[src/rtl/alarm_sched.sv]
// Alarm sequencer: arm, hour/minute match, ring, snooze with limit, ring timeout.
// Define ALARM_BEEP_EN for a pulsed (1,0,1,0...) buzz while ringing.
module alarm_sched #(
  parameter int SNOOZE_SEC = 540,
  parameter int RING_SEC   = 120,
  parameter int MAX_SNOOZE = 3
) (
  input  logic       clk,
  input  logic       rst,
  input  logic [6:0] tsec,
  input  logic [6:0] tmin,
  input  logic [6:0] thrs,
  input  logic [6:0] amin,
  input  logic [6:0] ahrs,
  input  logic       alarmon,
  input  logic       timeset,
  input  logic       snooze,
  output logic       buzz,
  output logic [1:0] state,
  output logic [3:0] snooze_used
);

  localparam int MAXC = (SNOOZE_SEC > RING_SEC) ? SNOOZE_SEC : RING_SEC;
  localparam int CW   = $clog2(MAXC + 1);

  localparam logic [CW-1:0] RING_LAST = CW'(RING_SEC - 1);
  localparam logic [CW-1:0] SNZ_LOAD  = CW'(SNOOZE_SEC - 1);
  localparam logic [3:0]    SNZ_MAX   = 4'(MAX_SNOOZE);

  typedef enum logic [1:0] {
    IDLE    = 2'd0,
    ARMED   = 2'd1,
    RINGING = 2'd2,
    SNOOZE  = 2'd3
  } state_t;

  state_t        state_q, state_d;
  logic [CW-1:0] ring_q, ring_d;
  logic [CW-1:0] snz_q, snz_d;
  logic [3:0]    used_q, used_d;
  logic          buzz_q, buzz_d;
  logic          match;

  assign match = (thrs == ahrs) && (tmin == amin) &&
                 (tsec == 7'd0) && !timeset;

  always_comb begin
    state_d = state_q;
    ring_d  = ring_q;
    snz_d   = snz_q;
    used_d  = used_q;
    unique case (state_q)
      IDLE: begin
        used_d = '0;
        if (alarmon) state_d = ARMED;
      end
      ARMED: begin
        if (!alarmon) begin
          state_d = IDLE;
        end else if (match) begin
          state_d = RINGING;
          ring_d  = '0;
        end
      end
      RINGING: begin
        if (!alarmon) begin
          state_d = IDLE;
          used_d  = '0;
        end else if (snooze && (used_q < SNZ_MAX)) begin
          state_d = SNOOZE;
          snz_d   = SNZ_LOAD;
          used_d  = used_q + 4'd1;
        end else if (ring_q == RING_LAST) begin
          state_d = ARMED;
          used_d  = '0;
        end else begin
          ring_d = ring_q + 1'b1;
        end
      end
      SNOOZE: begin
        if (!alarmon) begin
          state_d = IDLE;
          used_d  = '0;
        end else if (snz_q == '0) begin
          state_d = RINGING;
          ring_d  = '0;
        end else begin
          snz_d = snz_q - 1'b1;
        end
      end
      default: state_d = IDLE;
    endcase
  end

  // buzz is registered alongside state so it is a clean Moore output
  always_comb begin
    buzz_d = 1'b0;
`ifdef ALARM_BEEP_EN
    if (state_d == RINGING)
      buzz_d = (state_q != RINGING) || !buzz_q;
`else
    buzz_d = (state_d == RINGING);
`endif
  end

  always_ff @(posedge clk) begin
    if (rst) begin
      state_q <= IDLE;
      ring_q  <= '0;
      snz_q   <= '0;
      used_q  <= '0;
      buzz_q  <= 1'b0;
    end else begin
      state_q <= state_d;
      ring_q  <= ring_d;
      snz_q   <= snz_d;
      used_q  <= used_d;
      buzz_q  <= buzz_d;
    end
  end

  assign state       = state_q;
  assign buzz        = buzz_q;
  assign snooze_used = used_q;

endmodule

[config.mk]
export PLATFORM = sky130hd
export DESIGN_NAME = alarm_sched
export DESIGN_NICKNAME = d
export VERILOG_FILES = /design/src/rtl/alarm_sched.sv
export SDC_FILE = /design/constraint.sdc
export NUM_CORES = 1
export LEC_CHECK = 0
export ABC_AREA = 1
export CAP_MARGIN = 20
export CORE_ASPECT_RATIO = 0.5
export CORE_MARGIN = 2
export CORE_UTILIZATION = 35
export DETAILED_ROUTE_END_ITERATION = 6
export GPL_ROUTABILITY_DRIVEN = 0
export SETUP_SLACK_MARGIN = 0.5
export SYNTH_ARGS = -nofsm -noshare
export SYNTH_HDL_FRONTEND = slang
export SYNTH_SLANG_ARGS = --single-unit
[constraint.sdc]
create_clock -name clk -period 2.5 [get_ports clk]
set_clock_uncertainty 0.05 [all_clocks]
set_input_delay 0.625 -clock clk [delete_from_list [all_inputs] [get_ports clk]]
set_output_delay 0.625 -clock clk [all_outputs]
set_load 0.02 [all_outputs]
### Yosys cells after proc, flatten, opt, wreduce, memory -nomap -nowiden

Index checks and enable logic that the tools add are counted.

* bits in registers: 27
* bits of input ports: 40
* output and inout port bits: 7
* logic and storage cells: 68

* add/sub/neg operators: 3
* order comparisons: 1
* eq/ne operators: 18
* mux-type cells: 27
* reductions and logical operators: 14

Operators with widths (count)
* $mux 10: 11
* $pmux 10 s3: 1
* $ne 2x2->1 const B: 10
* $pmux 10 s2: 1
* $mux 2: 8
* $mux 4: 4
* $eq 7x7->1: 2
* $pmux 4 s3: 1
* $add 10x1->10 const B: 1
* $eq 10x7->1 const B: 1
* $logic_not 10->1: 1
* $sub 10x1->10 const B: 1
* $pmux 2 s4: 1
* $reduce_and 8->1: 1
* $logic_not 7->1: 1
* $eq 2x2->1 const B: 3
* $reduce_bool 3->1: 2
* $reduce_and 5->1: 1
* $add 4x1->4 const B: 1
* $logic_and 1x1->1: 4
* $lt 4x2->1 const B: 1
* $ne 4x4->1 const B: 1
* $reduce_and 3->1: 1
* $eq 2x1->1 const B: 1
* 3 further kinds: 3

### Depth between registers and ports, before layout

Gate-level depths: netlist of run 1.

* word-level depth: 8
* depth in mapped cells: 12

### Least setup slack after synthesis of run 1

Ideal clock, no wire load.

* kind: input to register
* start point: input tsec[6]
* end point: register ring_q[6]
* library setup time: 70 ps
* data arrival time: 1613 ps
* data required time: 2380 ps
* setup slack: 767 ps
* stages: 10
* cell sequence: nor2_1 nand2_1 nor2_1 nand2_1 nor2_1 nand2_1 nand2_1 buf_2 nand3_1 a21oi_1

* word-level cells in the longest chain between the ends: 5

RTL lines
* from (decl): line 10 `input logic [6:0] tsec,`
* $logic_not 7->1: line 45 `(tsec == 7'd0) && !timeset;`
* $logic_and 1x1->1: line 44 `assign match = (thrs == ahrs) && (tmin == amin) &&`
* $logic_and 1x1->1: line 45
* $ne 2x2->1 (no line)
* $reduce_and 8->1 (no line)
* to (signal assigned): line 115 `ring_q <= ring_d;`
* to (decl): line 38 `logic [CW-1:0] ring_q, ring_d;`

No other way between the ends.
A chain may end at the register's enable or synchronous reset.

### Worst setup path in the final report of run 1

* start point: register used_q[0], in the netlist snooze_used[0]
* end point: output snooze_used[0]

RTL lines
* from (decl): line 40 `logic [3:0] used_q, used_d;`
* from (signal assigned): line 117 `used_q <= used_d;`
* to (decl): line 20 `output logic [3:0] snooze_used`

No word-level cell between the ends.

==> flow_summary.ini, run 1 <==
[synth]
ys_seq_area_share_pct = 28.2
ys_ff_latch = 27
syn_inst = 330
synth_edf_count = 0
synth_nets = 374
yosys.area.top_type_share_pct = 28.2
netlist_area_um2 = 1920
ys.flop_type = dfxtp_1
synth.area.top_cells = dfxtp_1, nand2_1, nor2_1, inv_1, nand3_1
avgSynthCellArea_um2 = 5.81
ys_types = 29
synth_common_cells = nand2_1, nor2_1, inv_1
synthMostInstantiatedCell = nand2_1
yosysWarnings = 0
ys_async_sr_fraction_pct = 0
yosysTopAreaCell = dfxtp_1

[floorplanning]
die_y_um = 56.3
core_um2 = 5090
ioPinCount = 47
initial_utilization_pct = 37.7
rows = 18
dieArea_um2 = 6120
die_width_um = 109

[timing]
fin_crit_ns = 1.95
fmax_mhz = 512
fin_tns_setup_ns = 0
hold_violations = 0
setup_viol = 0
finalWorstSetupSlack_ns = 0.549
maxSlewHeadroom_pct = 79.2
worst_pin_slew_ns = 0.311
rsz0062_at_grt = yes
fin_crit_sh_pct = 78.1
report.final.slew_viol_count = 0

[placement]
placed_area_um2 = 2490
io_buffers = 46
placed_cells = 446
place_hpwl_mm = 3.66
dp_slack_ns = 0.100

[setup_path]
worstPathCellList = clkdlybuf4s50_1
arrival_ns = 1.28
criticalPathCategory = flop to output port
crit_fanout = 4
crit_path_max_incr_delay_ns = 0.62
path_buf_inv = 1
crit_required_ns = 1.82
end_kind = output port
cp_slowest_cell = clkdlybuf4s50_1
cp_top_family = buffers and inverters
startpoint_type = flop

[finish]
fin_cells = 458
syn_to_final_growth_pct = 40.8
fin_util_pct = 53.0
antenna_cells = 0
fillers = 522
final_area_um2 = 2700
fin_nets = 433
drive_gt1_share_pct = 9.79

[grt]
antenna_found_initial = 0
grt_use_met1_pct = 18.3
grtUsageTotal_pct = 15.2
grt_max_degree = 16
grt-busiest-layer = met2
grt_pass1_vias = 1832
grt_pass1_wl_mm = 7.63
overflow = 0
grt_use_met3_pct = 2.79
grt_util_met2_pct = 28.0

[route]
drtIter0Drc = 86
num_vias = 2132
vias_per_cell = 4.66
drc = 0
dr.pass1.iters = 4
finalWirelength_mm = 4.85
wire_per_inst_um = 10.6
ant_nets = 0

[power]
p_leak_uw = 0.00143
ir_worst_vdd_mv = 0.229
power.density_nw_per_um2 = 306

[clocking]
clock_sinks = 27
ctsLongestPathBuffers = 2
hold_buffers = 0
cts_tree = yes
clk_latency_ns = 0.28
cts_buffers = 3
clkTransAtPathRegs_ns = 0.09
htreeDepth = 1
cts_root_buf = clkbuf_8

[status]
status = finished clean

[worst_hold_path]
hp-class = flop to flop

[flow_run]
drv_cap = 0
==> cell families after synthesis <==
| group | after synthesis | synth area share, % |
|---|---|---|
| buffers and inverters | 55 | 11.4 |
| adder cells (fa/ha/maj) | 4 | 2.61 |
| flip-flops | 27 | 28.2 |
| XOR/XNOR | 6 | 2.74 |
| AND/OR/NAND/NOR | 204 | 45.1 |
| AO/OA/AOI/OAI | 34 | 9.98 |
==> repair_timing <==
action	4_1_cts	5_1_grt
setup buffers	0	6
pin swaps	0	16
endpoints found under the setup margin	11	20
gates cloned	0	2
resized for setup	4	29
==> routing by layer <==
| metal | routed length [um] | part of all wire [%] | vias up |
|---|---|---|---|
| li1 | - | - | 1143 |
| met1 | 2230 | 46 | 956 |
| met2 | 2410 | 50 | 28 |
| met3 | 164 | 3.4 | 5 |
| met4 | 44 | 0.91 | 0 |
| met5 | 0 | 0 | - |
==> power breakdown <==
part	total, uW	switching [uW]	internal (uW)
combinational	132	57.1	74.9
clock	261	147	115
sequential	432	1.45	431
==> area by class of cell <==
type | count | area [um2] | share of cell area (%)
multi-input cells | 248 | 1200 | 44.5
well taps | 70 | 87.6 | 3.24
repair buffers | 58 | 628 | 23.3
clock buffers | 4 | 45.0 | 1.67
repair inverters | 1 | 7.51 | 0.278
inverters | 50 | 190 | 7.04
flip-flops and latches | 27 | 541 | 20.0
==> stage by stage <==
step,total power (uW),hold slack (ns)
floorplan,497,0.395
global placement,574,0.405
detailed placement,577,0.410
CTS,834,0.424
global route,862,0.431
finish,826,0.421
==> layout by cell type, fill, tap and decap left out, drive strengths merged <==
master,Yosys,final
nor4,1,1
buf,3,11
dlygate4sd2,0,2
dfxtp,27,27
inv,50,50
nor3,4,4
o21ai,6,6
nand2,103,103
nand3,32,32
dlymetal6s2s,0,20
clkdlybuf4s50,0,24
xor2,5,5
xnor2,1,1
nor2,57,57
a211oi,1,1
clkinvlp,0,1
and2,1,1
clkbuf,2,5
nand4,5,5
a21oi,27,27
or2,1,1
ha,4,4
==> path summary, 6_finish.rpt <==
path	startpoint	to	slack [ns]	cells after the start
worst max register to register	ring_q[0]	ring_q[6]	0.64	9
worst max-delay path	snooze_used[0]	snooze_used[0]	0.55	1
worst min register to register	snz_q[7]	snz_q[7]	0.42	2
worst min-delay path	snz_q[7]	snz_q[7]	0.42	2
==> registers in the layout, indices dropped and copies added (netlist names) <==
signal and flops:
buzz 1, snz_q 10, snooze_used 4, state 2, ring_q 10
Note: power is estimated with default switching activity, not from simulation.
==> inputs of run 2 (changes only) <==
- clock period: 2.5 -> 1.98 ns (I/O delays scaled with it)
==> run 2 against run 1 <==
  * Clock-buffer cell count shrank 1
  * Critical path depth is 11 higher
  * Non-clock buffer count up 21
  * Final area is 5.4% higher
==> flow_summary.ini, run 2 (synthesis gave the netlist of run 1 again) <==
[floorplanning]
core_um2 = 5090
die_width_um = 109
dieArea_um2 = 6120
initial_utilization_pct = 37.7
rows = 18
die_y_um = 56.3
ioPinCount = 47

[placement]
place_hpwl_mm = 3.92
placed_area_um2 = 2590
dp_slack_ns = -0.175
io_buffers = 46

[setup_path]
rr_worst_depth = 12
crit_cells = 12
cp_slowest_cell = dfxtp_4
worstPathCellList = ha_4 > nand3_2 > nor2_2 > nand2_2 > nand3_4 > buf_4 > buf_6 > nand2_1 > inv_2 > nor2_4 > a21oi_2 > nor2_1
crit_path_max_incr_delay_ns = 0.37
startpoint_type = flop
criticalPathCategory = flop to flop
crit_required_ns = 2.11
path_buf_inv = 3
end_kind = flop
arrival_ns = 1.73
r2r-end = snooze_used[0]
r2r_slack_ns = 0.38
crit_fanout = 3
r2r-start = ring_q[0]
critPathCapture = snooze_used[0]
cp_top_family = simple AND/OR/NAND/NOR gates
startpoint = ring_q[0]

[grt]
grt_max_degree = 16
grt_pass1_wl_mm = 9.10
grtUsageTotal_pct = 18.2
antenna_found_initial = 0
grt_pass1_vias = 2138
overflow = 0

[route]
ant_nets = 0
dr.pass1.iters = 4
drtIter0Drc = 75
drc = 0
vias_per_cell = 4.76
num_vias = 2282
finalWirelength_mm = 5.66
wire_per_inst_um = 11.8

[timing]
finalWorstSetupSlack_ns = 0.379
maxSlewHeadroom_pct = 78.7
hold_violations = 0
worst_pin_slew_ns = 0.318
report.final.slew_viol_count = 0
rsz0062_at_grt = yes
fmax_mhz = 624
fin_crit_sh_pct = 80.9
setup_viol = 0
fin_crit_ns = 1.60

[power]
p_int_uw = 756
p_switching_uw = 270
power.density_nw_per_um2 = 360
switching_share_pct = 26.3
ir_worst_vdd_mv = 0.228
p_comb_share_pct = 15.3
power_frac_seq_pct = 52.9
p_leak_uw = 0.00140
clkPwrFrac_pct = 31.8

[clocking]
htreeDepth = 1
cts_buffers = 3
ctsLongestPathBuffers = 2
clk_latency_ns = 0.28
cts_root_buf = clkbuf_8
hold_buffers = 0
clkTransAtPathRegs_ns = 0.10
clock_sinks = 27
cts_tree = yes

[flow_run]
drv_cap = 0

[worst_hold_path]
hp-class = flop to flop

[finish]
fillers = 550
final_cell_mix = nand2_1, nor2_1, inv_1, clkbuf_2, buf_4
drive_gt1_share_pct = 36.7
final_common_cell = nand2_1
antenna_cells = 0
syn_to_final_growth_pct = 48.3
final_area_um2 = 2850
fin_nets = 454

[status]
status = finished clean
## run 2: power groups by stage
stage	Clock [uW]	Combinational, uW	Sequential (uW)
final	326	157	542
after global routing	359	176	543
after CTS	333	157	544
after detailed placement	0	174	559
after global placement	0	170	559
after floorplan	0	69.0	561
## run 2: area by class of cell
class	count	area, um2	area share [%]
multi-input cells	248	1380	48.5
clock inverters	1	5.00	0.176
inverters	50	195	6.86
flip-flops and latches	27	571	20.1
clock buffers	3	41.3	1.45
repair buffers	79	557	19.6
well taps	70	87.6	3.08
repair inverters	1	7.51	0.264
## run 2: what timing repair did
item,CTS,global route
resized for setup,86,109
endpoints found under the setup margin,33,32
gates cloned,0,1
setup buffers,13,8
pin swaps,30,53
## run 2: how the worst min path moves through the flow
| stage | start | endpoint | slack, ns | cells after the start |
|---|---|---|---|---|
| global route | snz_q[7] | snz_q[7] | 0.44 | 2 |
| CTS | snooze_used[3] | snooze_used[3] | 0.42 | 2 |
| detailed placement | snooze_used[3] | snooze_used[3] | 0.40 | 2 |
| finish | snz_q[7] | snz_q[7] | 0.42 | 2 |
| global placement | snooze_used[3] | snooze_used[3] | 0.39 | 2 |
| floorplan | snz_q[7] | snz_q[7] | 0.40 | 2 |
## run 2: per-layer routing
layer	global-route usage [%]	up-vias	share of wire [%]
li1	-	1190	-
met1	21.3	1039	44
met2	34.2	45	50
met3	3.37	8	4.8
met4	4.76	0	1.2
met5	0	-	0
## run 2: worst register-to-register path, cell delays in order (launching register included)
cell and delay, ns:
dfxtp_4 0.37, ha_4 0.14, nand3_2 0.08, nor2_2 0.13
nand2_2 0.10, nand3_4 0.09, buf_4 0.11, buf_6 0.08
nand2_1 0.05, inv_2 0.08, nor2_4 0.04, a21oi_2 0.14
nor2_1 0.04
## run 2: stage by stage
stage          power (uW)  TNS (ns)  util (%)  hold WS (ns)  cells
5_1_grt              1080         0      55.9         0.441    479
2_1_floorplan         630         0         -         0.395    330
4_1_cts              1030         0      55.3         0.422    470
3_3_place_gp          729     -1.07      51.0         0.390    453
3_5_place_dp          733     -1.66      51.0         0.398    453
6_report             1030         0      55.9         0.424    479
